File: src/rtl/ppu_depad.sv
// ppu_depad: strips symbol pad from the PPU serial stream and checks symbol sequencing.
// Optional PPU_DEPAD_PADCHK_EN adds a sticky pad_err flag for nonzero pad bits.
module ppu_depad #(
    parameter int SYM_BITS  = 576,
    parameter int DATA_BITS = 560,
    parameter int NUM_SYM   = 15,
    parameter int CNT_W     = 10
) (
    input  logic       clk,
    input  logic       rst,
    input  logic       di,
    input  logic       di_vld,
    input  logic [3:0] di_sym_num,
    output logic       do_bit,
    output logic       do_vld,
    output logic [3:0] do_sym_num,
    output logic       frame_done,
`ifdef PPU_DEPAD_PADCHK_EN
    output logic       sym_err,
    output logic       pad_err
`else
    output logic       sym_err
`endif
);

    localparam logic [1:0] IDLE = 2'd0;
    localparam logic [1:0] DATA = 2'd1;
    localparam logic [1:0] PAD  = 2'd2;

    localparam logic [CNT_W-1:0] LAST_DATA = CNT_W'(DATA_BITS - 1);
    localparam logic [CNT_W-1:0] LAST_SYM  = CNT_W'(SYM_BITS - 1);
    localparam logic [3:0]       LAST_NUM  = 4'(NUM_SYM - 1);

    logic [1:0]       state;
    logic [1:0]       state_n;
    logic [CNT_W-1:0] bit_cnt;
    logic [CNT_W-1:0] cnt_n;
    logic [3:0]       exp_sym;
    logic [3:0]       exp_n;
    logic             tag_ok;
    logic             fwd;
    logic             done_n;
    logic             err_set;
    logic             err_clr;
`ifdef PPU_DEPAD_PADCHK_EN
    logic             pad_set;
`endif

    assign tag_ok = (di_sym_num == exp_sym);

    always_comb begin
        state_n = state;
        cnt_n   = bit_cnt;
        exp_n   = exp_sym;
        fwd     = 1'b0;
        done_n  = 1'b0;
        err_set = 1'b0;
        err_clr = 1'b0;
`ifdef PPU_DEPAD_PADCHK_EN
        pad_set = 1'b0;
`endif
        if (di_vld) begin
            unique case (state)
                IDLE: begin
                    // A frame may only open on symbol 0; anything else is dropped here.
                    if (di_sym_num == 4'd0) begin
                        err_clr = 1'b1;
                        exp_n   = 4'd0;
                        fwd     = 1'b1;
                        cnt_n   = CNT_W'(1);
                        state_n = (LAST_DATA == '0) ? PAD : DATA;
                    end else begin
                        err_set = 1'b1;
                    end
                end
                DATA: begin
                    cnt_n = bit_cnt + CNT_W'(1);
                    if (bit_cnt == LAST_DATA) begin
                        state_n = PAD;
                    end
                    if (tag_ok) begin
                        fwd = 1'b1;
                    end else begin
                        err_set = 1'b1;
                    end
                end
                PAD: begin
                    if (!tag_ok) begin
                        err_set = 1'b1;
                    end
`ifdef PPU_DEPAD_PADCHK_EN
                    pad_set = di;
`endif
                    if (bit_cnt == LAST_SYM) begin
                        cnt_n = '0;
                        if (exp_sym == LAST_NUM) begin
                            done_n  = 1'b1;
                            state_n = IDLE;
                        end else begin
                            exp_n   = exp_sym + 4'd1;
                            state_n = DATA;
                        end
                    end else begin
                        cnt_n = bit_cnt + CNT_W'(1);
                    end
                end
                default: begin
                    state_n = IDLE;
                    cnt_n   = '0;
                end
            endcase
        end
    end

    always_ff @(posedge clk or negedge rst) begin
        if (!rst) begin
            state      <= IDLE;
            bit_cnt    <= '0;
            exp_sym    <= 4'd0;
            do_bit     <= 1'b0;
            do_vld     <= 1'b0;
            do_sym_num <= 4'd0;
            frame_done <= 1'b0;
            sym_err    <= 1'b0;
        end else begin
            state      <= state_n;
            bit_cnt    <= cnt_n;
            exp_sym    <= exp_n;
            do_vld     <= fwd;
            frame_done <= done_n;
            if (fwd) begin
                do_bit     <= di;
                do_sym_num <= di_sym_num;
            end
            if (err_clr) begin
                sym_err <= 1'b0;
            end else if (err_set) begin
                sym_err <= 1'b1;
            end
        end
    end

`ifdef PPU_DEPAD_PADCHK_EN
    always_ff @(posedge clk or negedge rst) begin
        if (!rst) begin
            pad_err <= 1'b0;
        end else if (err_clr) begin
            pad_err <= 1'b0;
        end else if (pad_set) begin
            pad_err <= 1'b1;
        end
    end
`endif

endmodule
File: config.mk
export PLATFORM = sky130hd
export DESIGN_NAME = ppu_depad
export DESIGN_NICKNAME = d
export VERILOG_FILES = /design/src/rtl/ppu_depad.sv
export SDC_FILE = /design/constraint.sdc
export NUM_CORES = 1
export LEC_CHECK = 0
export BUFFER_PORTS_ARGS = -buffer_cell sky130_fd_sc_hd__buf_2
export CAP_MARGIN = 20
export CORE_AREA = 2 2 56 58
export CTS_CLUSTER_SIZE = 24
export DETAILED_ROUTE_END_ITERATION = 8
export DIE_AREA = 0 0 58 60
export GPL_ROUTABILITY_DRIVEN = 0
export PLACE_DENSITY = 0.68
export SETUP_SLACK_MARGIN = 0.05
export SLEW_MARGIN = 5
export SYNTH_ARGS = -nofsm -noshare
export SYNTH_HDL_FRONTEND = slang
export SYNTH_SLANG_ARGS = --single-unit
File: constraint.sdc
create_clock -name clk -period 1.9 [get_ports clk]
set_clock_uncertainty 0.15 [all_clocks]
set_input_delay 0.475 -clock clk [delete_from_list [all_inputs] [get_ports clk]]
set_output_delay 0.475 -clock clk [all_outputs]
set_load 0.05 [all_outputs]
; ---- Word-level counts from Yosys, hierarchy flattened
; Index checks and enable logic that the tools add are counted.
[op_classes]
n_addsub = 2
mux = 28
eq_ne = 10
n_reduce_logical = 8
[op_table]
columns = op, count
row1 = 10-bit case mux with 3 select lines, 1
row2 = 10-bit == test (second input constant), 2
row3 = 10-bit two-way mux, 2
row4 = 1-bit two-way mux, 15
row5 = 4-bit two-way mux, 3
row6 = 10-bit by 1-bit adder with 10-bit output (second input constant), 1
row7 = 2-bit inequality test (second input constant), 4
row8 = 4-bit case mux with 2 select lines, 1
row9 = 2-bit two-way mux, 3
row10 = 2-bit case mux with 3 select lines, 1
row11 = 5-bit AND reduction, 1
row12 = 4-bit by 1-bit adder with 4-bit output (second input constant), 1
row13 = 4-bit == test, 1
row14 = 4-bit == test (second input constant), 1
row15 = 4-bit logical NOT, 1
row16 = 1-bit case mux with 2 select lines, 2
row17 = 4-bit AND reduction, 1
row18 = 2-bit nonzero test, 2
row19 = 2-bit by 1-bit == test with 1-bit output (second input constant), 1
row20 = 2-bit == test (second input constant), 1
row21 = 2-bit logical NOT, 1
row22 = 2-bit AND reduction, 1
row23 = 2-bit OR reduction, 1
[word_totals]
register_bits = 24
inputBits = 8
elab_cells = 56
out_inout_bits = 8

; ---- Depth between registers and ports, before layout
; Gate-level depths: netlist of the first run.
[depth]
depth_word = 6
mapped_depth = 8
ltp_nobuf = 7

; ---- Worst setup path before layout of the first run
; No wires, ideal clock.
[synth_path]
kind = register -> register
from = register bit_cnt[7]
to = register state[0]
required_ns = 1.625
slack_ns = -0.185
path_buffers = 0
stages_incl_launch_ff = 6
period_less_slack_ns = 2.085
setup_ns = 0.125
arrival_ns = 1.810
path_cell_list = dfrtp_1 or4b_4 nor3_4 o21ai_0 a21oi_1 mux2_2
[synth_via]
elab_chain_cells = 3
elab_cells_between_ends = 5
classes_between = 4 x eq/ne / 1 x reduce/logical
[synth_rtl]
columns = element, line
row1 = "start, declared", 36  ; logic [CNT_W-1:0] bit_cnt;
row2 = "start signal, assigned", 127  ; bit_cnt <= cnt_n;
row3 = 10-bit == test (on tied branches), "78, 94"
row4 = 2-bit inequality test (no line), --
row5 = 4-bit AND reduction (no line) *, --
row6 = "end signal, assigned", 126  ; state <= state_n;
row7 = "end, declared", 34  ; logic [1:0] state;
; Every way passes the cells marked *; elsewhere a longest branch is shown, timed or not.
; A chain may end at the register's enable or synchronous reset.

; ---- Final worst setup path of the first run
[layout_path]
from = register bit_cnt[7]
to = register bit_cnt[8]
[layout_via]
elab_chain_cells = 3
elab_cells_between_ends = 4
classes_between = 1 x add/sub / 1 x eq/ne / 2 x mux
[layout_rtl]
columns = element, line
row1 = 10-bit by 1-bit adder with 10-bit output / 10-bit == test (equally long branches), "77, 104, 94"
row2 = 10-bit two-way mux, 94  ; if (bit_cnt == LAST_SYM) begin
row3 = 10-bit case mux with 3 select lines *, 63  ; unique case (state)
; Marks and branches as above.

==> results.md, run 1 <==
- Port bufs: 15
- Initial antenna violation count: 0
- Reg-to-reg slack, setup: -0.1 ns
- Status: complete, but fails checks
- Worst setup margin: -0.0992 ns
- Placed Cells incl. Taps: approximately 210
- Setup crit end kind: flip-flop
- Ys async rst share: 100%
- H-tree depth: 1
- DRC Markers: 0
- Switch Pwr: between 0.8 and 0.9 mW
- Hold-critical path depth: 2
- Iteration-0 DRC Markers: 86
- Fin. Hold Viols: 0
- Cells after Synth: approximately 140
- Die outline width: 58 µm
- Sw frac: 43.0%
- Hold path start: di
- # IOs: 16
- Syn_area_per_cell: 9.76 µm²
- Finished Core Util: 64.8%
- Total grt overflow: 0
- Clk sinks: 24
- Hpwl dp: ~2400 µm
- Sequential area share after synthesis: ~44%
- Worst-margin pin slew: 0.535 ns
- Leak Pwr: about 0.90 nW
- Comb power frac: 52.3%
- Max Root-Sink Buffers: 2
- Hold Path Sink: do_bit
- Worst hold margin: 0.226 ns
- RR Endpoint: bit_cnt[8]
- Slowest CP cell: or4b_4
- Number of global-route vias before repair: approximately 1,200
- Largest net degree at the start of global routing: 25
- Peak Freq: between 500 and 600 MHz
- Yosys cell types: 35
- WP data required: 1.97 ns
- Total wire length: roughly 3500 µm
- VDD IR-drop max: about 0.69 mV
- DP Area: 0.00168 mm²
- Mapped cell area: about 0.0014 mm²
- Max-slew headroom: 64.4%
- Power Density: 1030 mW/mm²
- Worst hold path class: in -> reg
- Initial core utilization: 47.4%
- DIE HEIGHT: 60 µm
- Internal: 1.10 mW
- Clock power share: 12.0%
- Core area: slightly below 0.003 mm²
- Routed WL per cell: 15.5 µm
- Fraction of layout cells with a size suffix above 1: 41.4%
- Unrepaired setup endpoints after global routing: true
- P&R area growth vs syn: 36.7%
- Failing checks: setup timing
- EDFF count, synth: 0
- NumNets Final: 208
- Clk_lat worst skew: approximately 0.33 ns
- Slew Limit Fails: 0
- First-pass GRT wire length: 5410 µm
- Tot GR Track Use: 20.9%
- Filler Cell Count: 227
- Seq pwr share: 35.7%
- Antenna-violating nets left: 0
- Syn. warnings: 0
- Pre-antenna DRT Iters: 4
- CTS Buf Count: 3
- Crit path cell chain: or4b_4, o41ai_4, buf_6, a31oi_1, o21ai_1, o31ai_1
- CP Data Arrival Time: 2.06 ns
- Final instance area: 0.00188 mm²
- Tmin final: ~2 ns
- Synthesis-stage register bit count: 24
- CP Class: reg -> reg
- Max Cap Viol: 0
- RR Startpoint: bit_cnt[7]
- Main synth FF type: dfrtp_1
- Mapped Nets: 156
- Tcrit/Tclk final: 105%
- Fin cells: 224
- Worst reg2reg path depth: 6
- Total number of vias: about 1,300
- CP peak stage delay: 0.61 ns
- CTS tree: done
- # diodes: 0
- Die ar.: 0.00348 mm²
- Site Rows: 20
- Worst setup SP type: flip-flop
- CTS Root Cell: clkbuf_4
- CP Max Fanout: 8
- Count of endpoints failing setup in the final report: 8
- Reg clk slew, reported paths: 0.13 ns
- Vias/cell: 5.73
-- worst max-delay path: cells and delay by family, from the launching register on --
| kind | cells | cell delay (ns) |
|---|---|---|
| AO/OA/AOI/OAI | 4 | 0.57 |
| flip-flops | 1 | 0.40 |
| AND/OR/NAND/NOR | 1 | 0.61 |
| buffers and inverters | 1 | 0.18 |
-- cell usage in the layout (no fill, tap or decap), types with 2 or more instances in the layout --
master,n
dfrtp_1,23
nor3_2,2
a31oi_1,3
and3_1,2
mux2_4,6
buf_4,30
a21oi_1,3
nor3_1,2
clkbuf_4,3
ha_1,6
o21ai_1,11
o21ai_0,5
inv_1,6
o21ai_2,2
buf_2,15
nand3b_1,2
nand3_1,9
nor2_1,6
xor2_1,4
nand2_1,16
nor2_2,2
buf_6,2
o31ai_1,2
-- kinds of logic (layout without fill, tap and decap cells) --
family / Yosys count / after routing / synth area share (%)
buffers and inverters: 8 / 58 / 2.18
AOI/OAI and AO/OA: 38 / 38 / 18.4
and+or+nand+nor: 53 / 53 / 21.3
muxes: 7 / 7 / 5.64
DFF: 24 / 24 / 43.6
xor gates and xnor gates: 4 / 4 / 2.55
adders and majority gates: 7 / 7 / 6.36
-- layer usage --
metal | vias to the layer above | global-route usage, % | wire, µm
li1 | 619 | - | -
met1 | 616 | 28.2 | 1510
met2 | 40 | 34.3 | 1710
met3 | 9 | 2.16 | 141
met4 | 0 | 8.97 | 97
met5 | - | 0 | 0
-- synthesized netlist by cell type (all sizes together) (2+ instances only) --
| library cell | instances | share of area (%) |
|---|---|---|
| ha | 7 | 6.4 |
| dfrtp | 24 | 44 |
| inv | 7 | 1.9 |
| o41ai | 3 | 3.3 |
| nor2 | 8 | 2.4 |
| nand3b | 2 | 1.1 |
| xor2 | 4 | 2.5 |
| o31ai | 3 | 1.6 |
| nand3 | 11 | 4.0 |
| and3 | 2 | 0.91 |
| nand2 | 17 | 4.6 |
| o21ai | 19 | 6.9 |
| nor3 | 5 | 2.6 |
| mux2 | 6 | 4.9 |
| a21oi | 4 | 1.5 |
| a31oi | 3 | 1.4 |
| nor4 | 3 | 2.5 |
-- registers in the layout, summed over array words and instances (netlist names) --
| name | count |
|---|---|
| bit_cnt | 10 |
| exp_sym | 4 |
| do_vld | 1 |
| frame_done | 1 |
| do_sym_num | 4 |
| state | 2 |
| do_bit | 1 |
| sym_err | 1 |
-- metrics by stage --
stage	setup slack (ns)	TNS, ns	total power, mW
final	-0.0992	-0.425	1.93
after global routing	-0.189	-1.27	2.04
after CTS	-0.107	-0.653	1.83
after detailed placement	-0.200	-1.78	1.58
after global placement	-0.166	-1.40	1.56
after floorplan	-0.111	-0.244	1.29
-- repair_timing --
action	4_1_cts	5_1_grt
gates resized for setup	13	22
pin swaps	7	11
hold buffers	1	0
buffers inserted	3	5
setup endpoints to repair	17	21
hold endpoints to repair	24	0
-- final cells by class --
class | count | area [µm²] | area share, %
Clock buffer | 3 | 22.5 | 1.20
Inverter | 7 | 26.3 | 1.40
Multi-Input combinational cell | 109 | 857 | 45.5
Sequential cell | 24 | 602 | 32.0
Tap cell | 33 | 41.3 | 2.19
Timing Repair Buffer | 48 | 333 | 17.7
-- power groups by stage --
stage	registers (mW)	clock network (mW)	logic, mW
global route	0.702	0.262	1.08
detailed placement	0.696	0	0.887
CTS	0.685	0.239	0.906
finish	0.691	0.232	1.01
global placement	0.686	0	0.871
floorplan	0.890	0	0.397
-- how the worst max path moves through the flow --
stage,endpoint,slack [ns],from
6_report,bit_cnt[8],-0.1,bit_cnt[7]
4_1_cts,bit_cnt[8],-0.11,bit_cnt[6]
5_1_grt,bit_cnt[8],-0.19,bit_cnt[7]
2_1_floorplan,state[0],-0.11,bit_cnt[7]
3_5_place_dp,do_sym_num[2],-0.20,di_sym_num[3]
3_3_place_gp,do_sym_num[2],-0.17,di_sym_num[3]
Power figures use the tool's default switching activity.
==> run 2: changes to the inputs <==
Settings changed: SKIP_LAST_GASP set to 1.
==> run 2 against run 1 <==
  * The flow still finishes with violations (setup timing)
  * Worst hold slack is essentially flat
  * Sequential share of layout area grew 0.28 points
  * Routed wire length shrank 2.2%
==> results.md, run 2 (synthesized netlist as in run 1, its figures left out) <==
- Unrepaired setup endpoints after global routing: true (unchanged)
- CTS Buf Count: 3 (unchanged)
- First-pass GRT wire length: 5340 µm (was 5410 µm)
- Switch Pwr: 0.823 mW (was 0.831 mW)
- Routed WL per cell: 15.1 µm (was 15.5 µm)
- Clock power share: 12.1% (was 12.0%)
- Total wire length: 3390 µm (was 3460 µm)
- Total grt overflow: 0 (unchanged)
- Hpwl dp: 2380 µm (unchanged)
- Worst-margin pin slew: 0.534 ns (was 0.535 ns)
- Initial core utilization: 47.4% (unchanged)
- Port bufs: 15 (unchanged)
- Final instance area: 0.00187 mm² (was 0.00188 mm²)
- Max Cap Viol: 0 (unchanged)
- Site Rows: 20 (unchanged)
- Leak Pwr: 0.896 nW (was 0.904 nW)
- Hold path start: di (unchanged)
- Comb power frac: 51.9% (was 52.3%)
- Tcrit/Tclk final: 105% (about the same)
- CP delay by family, top: simple AND/OR/NAND/NOR gates (unchanged)
- Hold-critical path depth: 2 (unchanged)
- Count of endpoints failing setup in the final report: 9 (was 8)
- Max Root-Sink Buffers: 2 (unchanged)
- Max FFs per register: 10 (unchanged)
- Die ar.: 0.00348 mm² (unchanged)
- Antenna-violating nets left: 0 (unchanged)
- # IOs: 16 (unchanged)
- Largest net degree at the start of global routing: 25 (unchanged)
- CP bufs+invs: 1 (unchanged)
- Tot GR Track Use: 20.7% (was 20.9%)
- Die outline width: 58 µm (unchanged)
- WP data required: 1.96 ns (was 1.97 ns)
- Reg clk slew, reported paths: 0.13 ns (about the same)
- CTS Root Cell: clkbuf_4 (unchanged)
- CP Class: reg -> reg (unchanged)
- Most common cell after layout, fill and taps aside: buf_4 (unchanged)
- CP Data Arrival Time: 2.06 ns (about the same)
- Sw frac: 42.9% (was 43.0%)
- Worst setup SP type: flip-flop (unchanged)
- Fraction of layout cells with a size suffix above 1: 40.3% (was 41.4%)
- P&R area growth vs syn: 35.5% (was 36.7%)
- RR Startpoint: bit_cnt[7] (unchanged)
- Fin. Hold Viols: 0 (unchanged)
- Clk sinks: 24 (unchanged)
- DRC Markers: 0 (unchanged)
- Worst setup margin: -0.0999 ns (was -0.0992 ns)
- Biggest register: bit_cnt (unchanged)
- Biggest regs: bit_cnt (10), do_sym_num (4), exp_sym (4) (unchanged)
- Tmin final: 2.00 ns (about the same)
- DP Area: 0.00168 mm² (unchanged)
- Worst reg2reg path depth: 6 (unchanged)
- Crit path cell chain: or4b_4, o41ai_4, buf_6, a31oi_1, o21ai_1, o31ai_1 (unchanged)
- NumNets Final: 208 (unchanged)
- Peak Freq: 500 MHz (about the same)
- Iteration-0 DRC Markers: 75 (was 86)
- Pre-antenna DRT Iters: 4 (unchanged)
- Internal: 1.09 mW (was 1.10 mW)
- Vias/cell: 5.76 (was 5.73)
- RR Endpoint: bit_cnt[8] (unchanged)
- Max-slew headroom: 64.4% (about the same)
- Reg-to-reg slack, setup: -0.1 ns (about the same)
- Hold Path Sink: do_bit (unchanged)
- Finished Core Util: 64.3% (was 64.8%)
- VDD IR-drop max: 0.687 mV (was 0.691 mV)
- Slew Limit Fails: 0 (unchanged)
- Number of global-route vias before repair: 1,143 (was 1,152)
- Worst path depth: 6 (unchanged)
- Slowest CP cell: or4b_4 (unchanged)
- Worst hold path class: in -> reg (unchanged)
- Failing checks: setup timing (unchanged)
- Power Density: 1030 mW/mm² (about the same)
- # diodes: 0 (unchanged)
- Setup crit end kind: flip-flop (unchanged)
- DIE HEIGHT: 60 µm (unchanged)
- CTS tree: done (unchanged)
- Clk_lat worst skew: 0.33 ns (about the same)
- H-tree depth: 1 (unchanged)
- PnR Total Power: 1.92 mW (was 1.93 mW)
- Core area: 0.00290 mm² (unchanged)
- Most frequent cells in the layout: 31 x buf_4, 23 x dfrtp_1, 16 x nand2_1 (was 30 x buf_4, 23 x dfrtp_1, 16 x nand2_1)
- Seq pwr share: 36.0% (was 35.7%)
- Total number of vias: 1,290 (was 1,284)
- Initial antenna violation count: 0 (unchanged)
- CP Max Fanout: 8 (unchanged)
- Status: complete, but fails checks (unchanged)
- CP peak stage delay: 0.61 ns (about the same)
-- run 2: cell counts in the layout (fill, tap and decap cells not counted) --
No cell type changed its count.
-- run 2: routing by layer --
metal | up-vias | track usage, % | part of all wire (%)
li1 | 617 | - | -
met1 | 630 | 27.9 | 44
met2 | 36 | 33.8 | 50
met3 | 7 | 2.16 | 3.5
met4 | 0 | 8.97 | 2.4
met5 | - | 0 | 0
-- run 2: worst max-delay path by stage --
| stage | start | end |
|---|---|---|
| 2_1_floorplan | bit_cnt[7] | state[0] |
| 3_3_place_gp | di_sym_num[3] | do_sym_num[2] |
| 3_5_place_dp | di_sym_num[3] | do_sym_num[2] |
| 4_1_cts | bit_cnt[6] | bit_cnt[8] |
| 5_1_grt | bit_cnt[7] | bit_cnt[8] |
| 6_report | bit_cnt[7] | bit_cnt[8] |
-- run 2: repair_timing --
item / in CTS / in global routing
setup endpoints to repair: 17 / 21
gates resized for setup: 9 / 20
setup buffers: 3 / 5
endpoints found under the hold margin: 24 / 0
hold buffers: 1 / 0
pin swaps: 5 / 12
-- run 2: final cells by class --
type                    count  area [µm²]
clock buffers               3        22.5
fillers                   222        1040
inverters                   7        26.3
multi-input cells         109         845
flip-flops and latches     24         602
well taps                  33        41.3
repair buffers             48         329
-- run 2: worst register-to-register path, stage by stage, from the launching register on --
cell     delay (ns)
dfrtp_1        0.40
or4b_4         0.61
o41ai_4        0.30
buf_6          0.18
a31oi_1        0.05
o21ai_1        0.13
o31ai_1        0.09
-- run 2: per-stage QoR --
stage               setup TNS (ns)  hold slack (ns)  setup slack, ns  instances
detailed placement           -1.78            0.343           -0.200        212
global placement             -1.40            0.308           -0.166        212
CTS                         -0.682            0.229           -0.107        219
finish                      -0.456            0.226          -0.0999        224
global route                 -1.35            0.224           -0.189        224
floorplan                   -0.244           0.0294           -0.111        141
-- run 2: power by group through the flow --
stage	clock network (mW)	registers, mW	logic, mW
after global routing	0.262	0.702	1.06
after floorplan	0	0.890	0.397
after CTS	0.239	0.685	0.904
after detailed placement	0	0.696	0.887
after global placement	0	0.686	0.871
final	0.232	0.691	0.995
==> run 3: changes to the inputs <==
Settings changed: ABC_AREA set to 1, CORE_AREA 2 2 56 58 to 2 2 58 60, DIE_AREA 0 0 58 60 to 0 0 60 62, PLACE_DENSITY 0.68 to 0.65.
Clock period 1.9 ns to 2.3 ns, I/O delays scaled along.
==> run 3 against run 2 <==
  * The flow now finishes without violations
  * Synthesized area grew 6.6%
  * Register-to-register slack gained 0.62 ns
  * Die area grew 6.9%
  * Worst hold slack lost 0.15 ns
  * Via count shrank 8.1%
  * Count of clock-buffer cells in the layout is the same
  * Clock power shrank 20%
  * Global-route usage shrank 2.9 points
  * Sequential share of layout area grew 5.1 points
  * First-iteration DRC count grew 2.7%
  * Utilization shrank 14 points
  * Critical endpoint is now bit_cnt[9]
  * Largest cell class unchanged
  * Highest routed layer unchanged
==> results.md, run 3 <==
- Met2 wire len: 1420 µm (was 1690 µm)
- Wl on met1: 1330 µm (was 1500 µm)
- Top post-synthesis cells by area: dfrtp_1 41%, nand2_1 13%, inv_1 8.2% (was dfrtp_1 44%, o21ai_0 6.5%, ha_1 6.4%)
- CP Data Arrival Time: 1.84 ns (was 2.06 ns)
- Power Density: 1000 mW/mm² (was 1030 mW/mm²)
- # IOs: 16 (unchanged)
- Total number of vias: 1,186 (was 1,290)
- Antenna-violating nets left: 0 (unchanged)
- Xor/xnor share of the synthesized area: 2.98% (was 2.55%)
- Total grt overflow: 0 (unchanged)
- Ys async rst share: 100% (unchanged)
- CP Class: reg -> reg (unchanged)
- Cells after Synth: 190 (was 141)
- Synth Area in Simple Gates: 32.1% (was 21.3%)
- Synth cell count leaders: 51 x nand2_1, 32 x inv_1, 24 x dfrtp_1, 15 x nor2_1, 13 x nand3_1 (was 24 x dfrtp_1, 18 x o21ai_0, 17 x nand2_1, 11 x nand3_1)
- Worst setup SP type: flip-flop (unchanged)
- Clk sinks: 24 (unchanged)
- Vias/cell: 4.71 (was 5.76)
- Worst reg2reg path depth: 8 (was 6)
- H-tree depth: 1 (unchanged)
- Biggest regs: bit_cnt (10), do_sym_num (4), exp_sym (4) (unchanged)
- Yosys cell types: 25 (was 35)
- NumNets Final: 223 (was 208)
- Synthesis-stage register bit count: 24 (unchanged)
- Sequential area share after synthesis: 40.9% (was 43.6%)
- Pre-antenna DRT Iters: 4 (unchanged)
- Mapped cell area: 0.00147 mm² (was 0.00138 mm²)
- Synth Area in Compound Gates: 8.18% (was 18.4%)
- Setup TNS: 0 ns (was -0.456 ns)
- Slew Limit Fails: 0 (unchanged)
- Biggest register: bit_cnt (unchanged)
- Tcrit/Tclk final: 77.4% (was 105%)
- Worst hold path class: in -> async (was in -> reg)
- Met3 WL: 43 µm (was 120 µm)
- Filler Cell Count: 328 (was 222)
- Tmin final: 1.78 ns (was 2.00 ns)
- Max FFs per register: 10 (unchanged)
- Status: completed (was complete, but fails checks)
- Hpwl dp: 2160 µm (was 2380 µm)
- Largest net degree at the start of global routing: 25 (unchanged)
- # diodes: 0 (unchanged)
- CTS Buf Count: 3 (unchanged)
- Worst path depth: 8 (was 6)
- Area of the multi-input gates: 723 µm² (was 845 µm²)
- Crit path cell chain: ha_1, nand3_2, nor2_4, nand2_2, nand2_2, nand2_4, a21oi_4, nor2_1 (was or4b_4, o41ai_4, buf_6, a31oi_1, o21ai_1, o31ai_1)
- CTS Root Cell: clkbuf_4 (unchanged)
- Multiplexer share of the synthesized area: 0% (was 5.64%)
- Max-slew headroom: 63.5% (was 64.4%)
- Clock power share: 11.5% (was 12.1%)
- RR Endpoint: bit_cnt[9] (was bit_cnt[8])
- Clk_lat worst skew: 0.31 ns (was 0.33 ns)
- Initial core utilization: 46.2% (was 47.4%)
- Count of endpoints failing setup in the final report: 0 (was 9)
- Worst-margin pin slew: 0.548 ns (was 0.534 ns)
- Die outline width: 60 µm (was 58 µm)
- P&R area growth vs syn: 9.55% (was 35.5%)
- Top cell type's share of synthesized area: 40.9% (was 43.6%)
- Number of global-route vias before repair: 1,186 (was 1,143)
- Post-CTS setup buffer count: 0 (was 3)
- DIE HEIGHT: 62 µm (was 60 µm)
- Total area of sequential cells: 601 µm² (was 602 µm²)
- Comb power frac: 50.8% (was 51.9%)
- Initial antenna violation count: 0 (unchanged)
- Max Root-Sink Buffers: 2 (unchanged)
- Post-cts repair resize count: 0 (was 9)
- CTS tree: done (unchanged)
- Max Cap Viol: 0 (unchanged)
- Site Rows: 21 (was 20)
- Switch Pwr: 0.792 mW (was 0.823 mW)
- Mapped Nets: 205 (was 156)
- Count leader, synth: nand2_1 (was dfrtp_1)
- DRC Markers: 0 (unchanged)
- Leak Pwr: 0.802 nW (was 0.896 nW)
- Main synth FF type: dfrtp_1 (unchanged)
- Syn. warnings: 0 (unchanged)
- Largest family of logic cells by synthesized area: simple AND/OR/NAND/NOR gates (unchanged)
- Synth Area in Adders: 5.97% (was 6.36%)
- EDFF count, synth: 0 (unchanged)
- Fin. Hold Viols: 0 (unchanged)
- Die ar.: 0.00372 mm² (was 0.00348 mm²)
- Worst setup path end: bit_cnt[9] (was bit_cnt[8])
- Port bufs: 15 (unchanged)
- Fraction of layout cells with a size suffix above 1: 16.5% (was 40.3%)
- Peak Freq: 562 MHz (was 500 MHz)
- WP data required: 2.36 ns (was 1.96 ns)
- VDD IR-drop max: 0.841 mV (was 0.687 mV)
- Most frequent cells in the layout: 51 x nand2_1, 32 x inv_1, 24 x dfrtp_1 (was 31 x buf_4, 23 x dfrtp_1, 16 x nand2_1)
- Most common cell after layout, fill and taps aside: nand2_1 (was buf_4)
- Core area: 0.00318 mm² (was 0.00290 mm²)
- Total wire length: 2820 µm (was 3390 µm)
- Setup crit end kind: flip-flop (unchanged)
- CP delay by family, top: simple AND/OR/NAND/NOR gates (unchanged)
- Reg clk slew, reported paths: 0.13 ns (about the same)
- Sw frac: 49.1% (was 42.9%)
- Seq pwr share: 37.7% (was 36.0%)
- Routed WL per cell: 11.2 µm (was 15.1 µm)
- Hold buffer count at cts: 0 (was 1)
- Internal: 0.821 mW (was 1.09 mW)
- Critical Path Source: bit_cnt[0] (was bit_cnt[7])
- RR Startpoint: bit_cnt[0] (was bit_cnt[7])
- Max layer used: met4 (unchanged)
- CP Max Fanout: 6 (was 8)
- Syn_area_per_cell: 7.72 µm² (was 9.76 µm²)
- Iteration-0 DRC Markers: 77 (was 75)
- CP peak stage delay: 0.41 ns (was 0.61 ns)
- First-pass GRT wire length: 5020 µm (was 5340 µm)
- Slowest CP cell: dfrtp_1 (was or4b_4)
- Finished Core Util: 50.6% (was 64.3%)
- Unrepaired setup endpoints after global routing: false (was true)
- CP bufs+invs: 0 (was 1)
- Tot GR Track Use: 17.8% (was 20.7%)
- Area leader, netlist: dfrtp_1 (unchanged)
- Reg-to-reg slack, setup: 0.52 ns (was -0.1 ns)
- Most frequent CP cell: nand2_2
- PnR Total Power: 1.61 mW (was 1.92 mW)
## run 3: cell types whose count changed in the layout (fill, tap and decap cells not counted), sizes merged, moves of 4 or more
cell | before | now
nand2 | 17 | 58
buf | 47 | 15
inv | 7 | 33
nor2 | 8 | 18
o21ai | 19 | 11
mux2 | 6 | 0
nand4 | 0 | 5
nand3 | 11 | 15
## run 3: worst reg2reg max path: cells and delay by family (launching register included)
family	cells	cell delay, ns
AO/OA/AOI/OAI	1	0.22
AND/OR/NAND/NOR	6	0.69
flip-flops	1	0.41
adder cells (fa/ha/maj)	1	0.20
## run 3: cells by family after synthesis
family                   Yosys count
flip-flops                        24
AO/OA/AOI/OAI                     20
buffers and inverters             35
XOR/XNOR                           5
adder cells (fa/ha/maj)            7
AND/OR/NAND/NOR                   99
## run 3: cell type report
type | instances | area share, %
Inverter | 33 | 8.02
Tap cell | 46 | 3.58
Timing Repair Buffer | 15 | 4.67
Sequential cell | 24 | 37.4
Multi-Input combinational cell | 131 | 45.0
Clock buffer | 3 | 1.40
## run 3: how the worst min path moves through the flow
stage                     startpoint         end  slack (ns)  cells past startpoint
after global routing             rst  bit_cnt[4]        0.10                      1
after floorplan                  rst  bit_cnt[0]        0.13                      0
final                            rst  bit_cnt[1]        0.07                      1
after global placement    bit_cnt[1]  bit_cnt[1]        0.35                      2
after CTS                        rst  bit_cnt[2]        0.09                      1
after detailed placement  bit_cnt[1]  bit_cnt[1]        0.35                      2
## run 3: routing by layer
layer,track usage [%],vias to the layer above
li1,-,624
met1,21.5,550
met2,31.4,8
met3,2.90,4
met4,7.62,0
met5,0,-
## run 3: metrics by stage
stage | std cells | worst slack, ns | area [µm²] | hold slack, ns
floorplan | 190 | 0.743 | 1470 | 0.129
global placement | 249 | 0.479 | 1590 | 0.351
detailed placement | 249 | 0.451 | 1590 | 0.355
CTS | 252 | 0.516 | 1610 | 0.0910
global route | 252 | 0.379 | 1610 | 0.104
finish | 252 | 0.520 | 1610 | 0.0735
## run 3: power by group through the flow
stage	combinational [mW]	sequential (mW)	clock, mW
3_3_place_gp	0.822	0.612	0
3_5_place_dp	0.827	0.616	0
5_1_grt	0.918	0.626	0.214
6_report	0.819	0.609	0.185
2_1_floorplan	0.490	0.771	0
4_1_cts	0.831	0.608	0.194
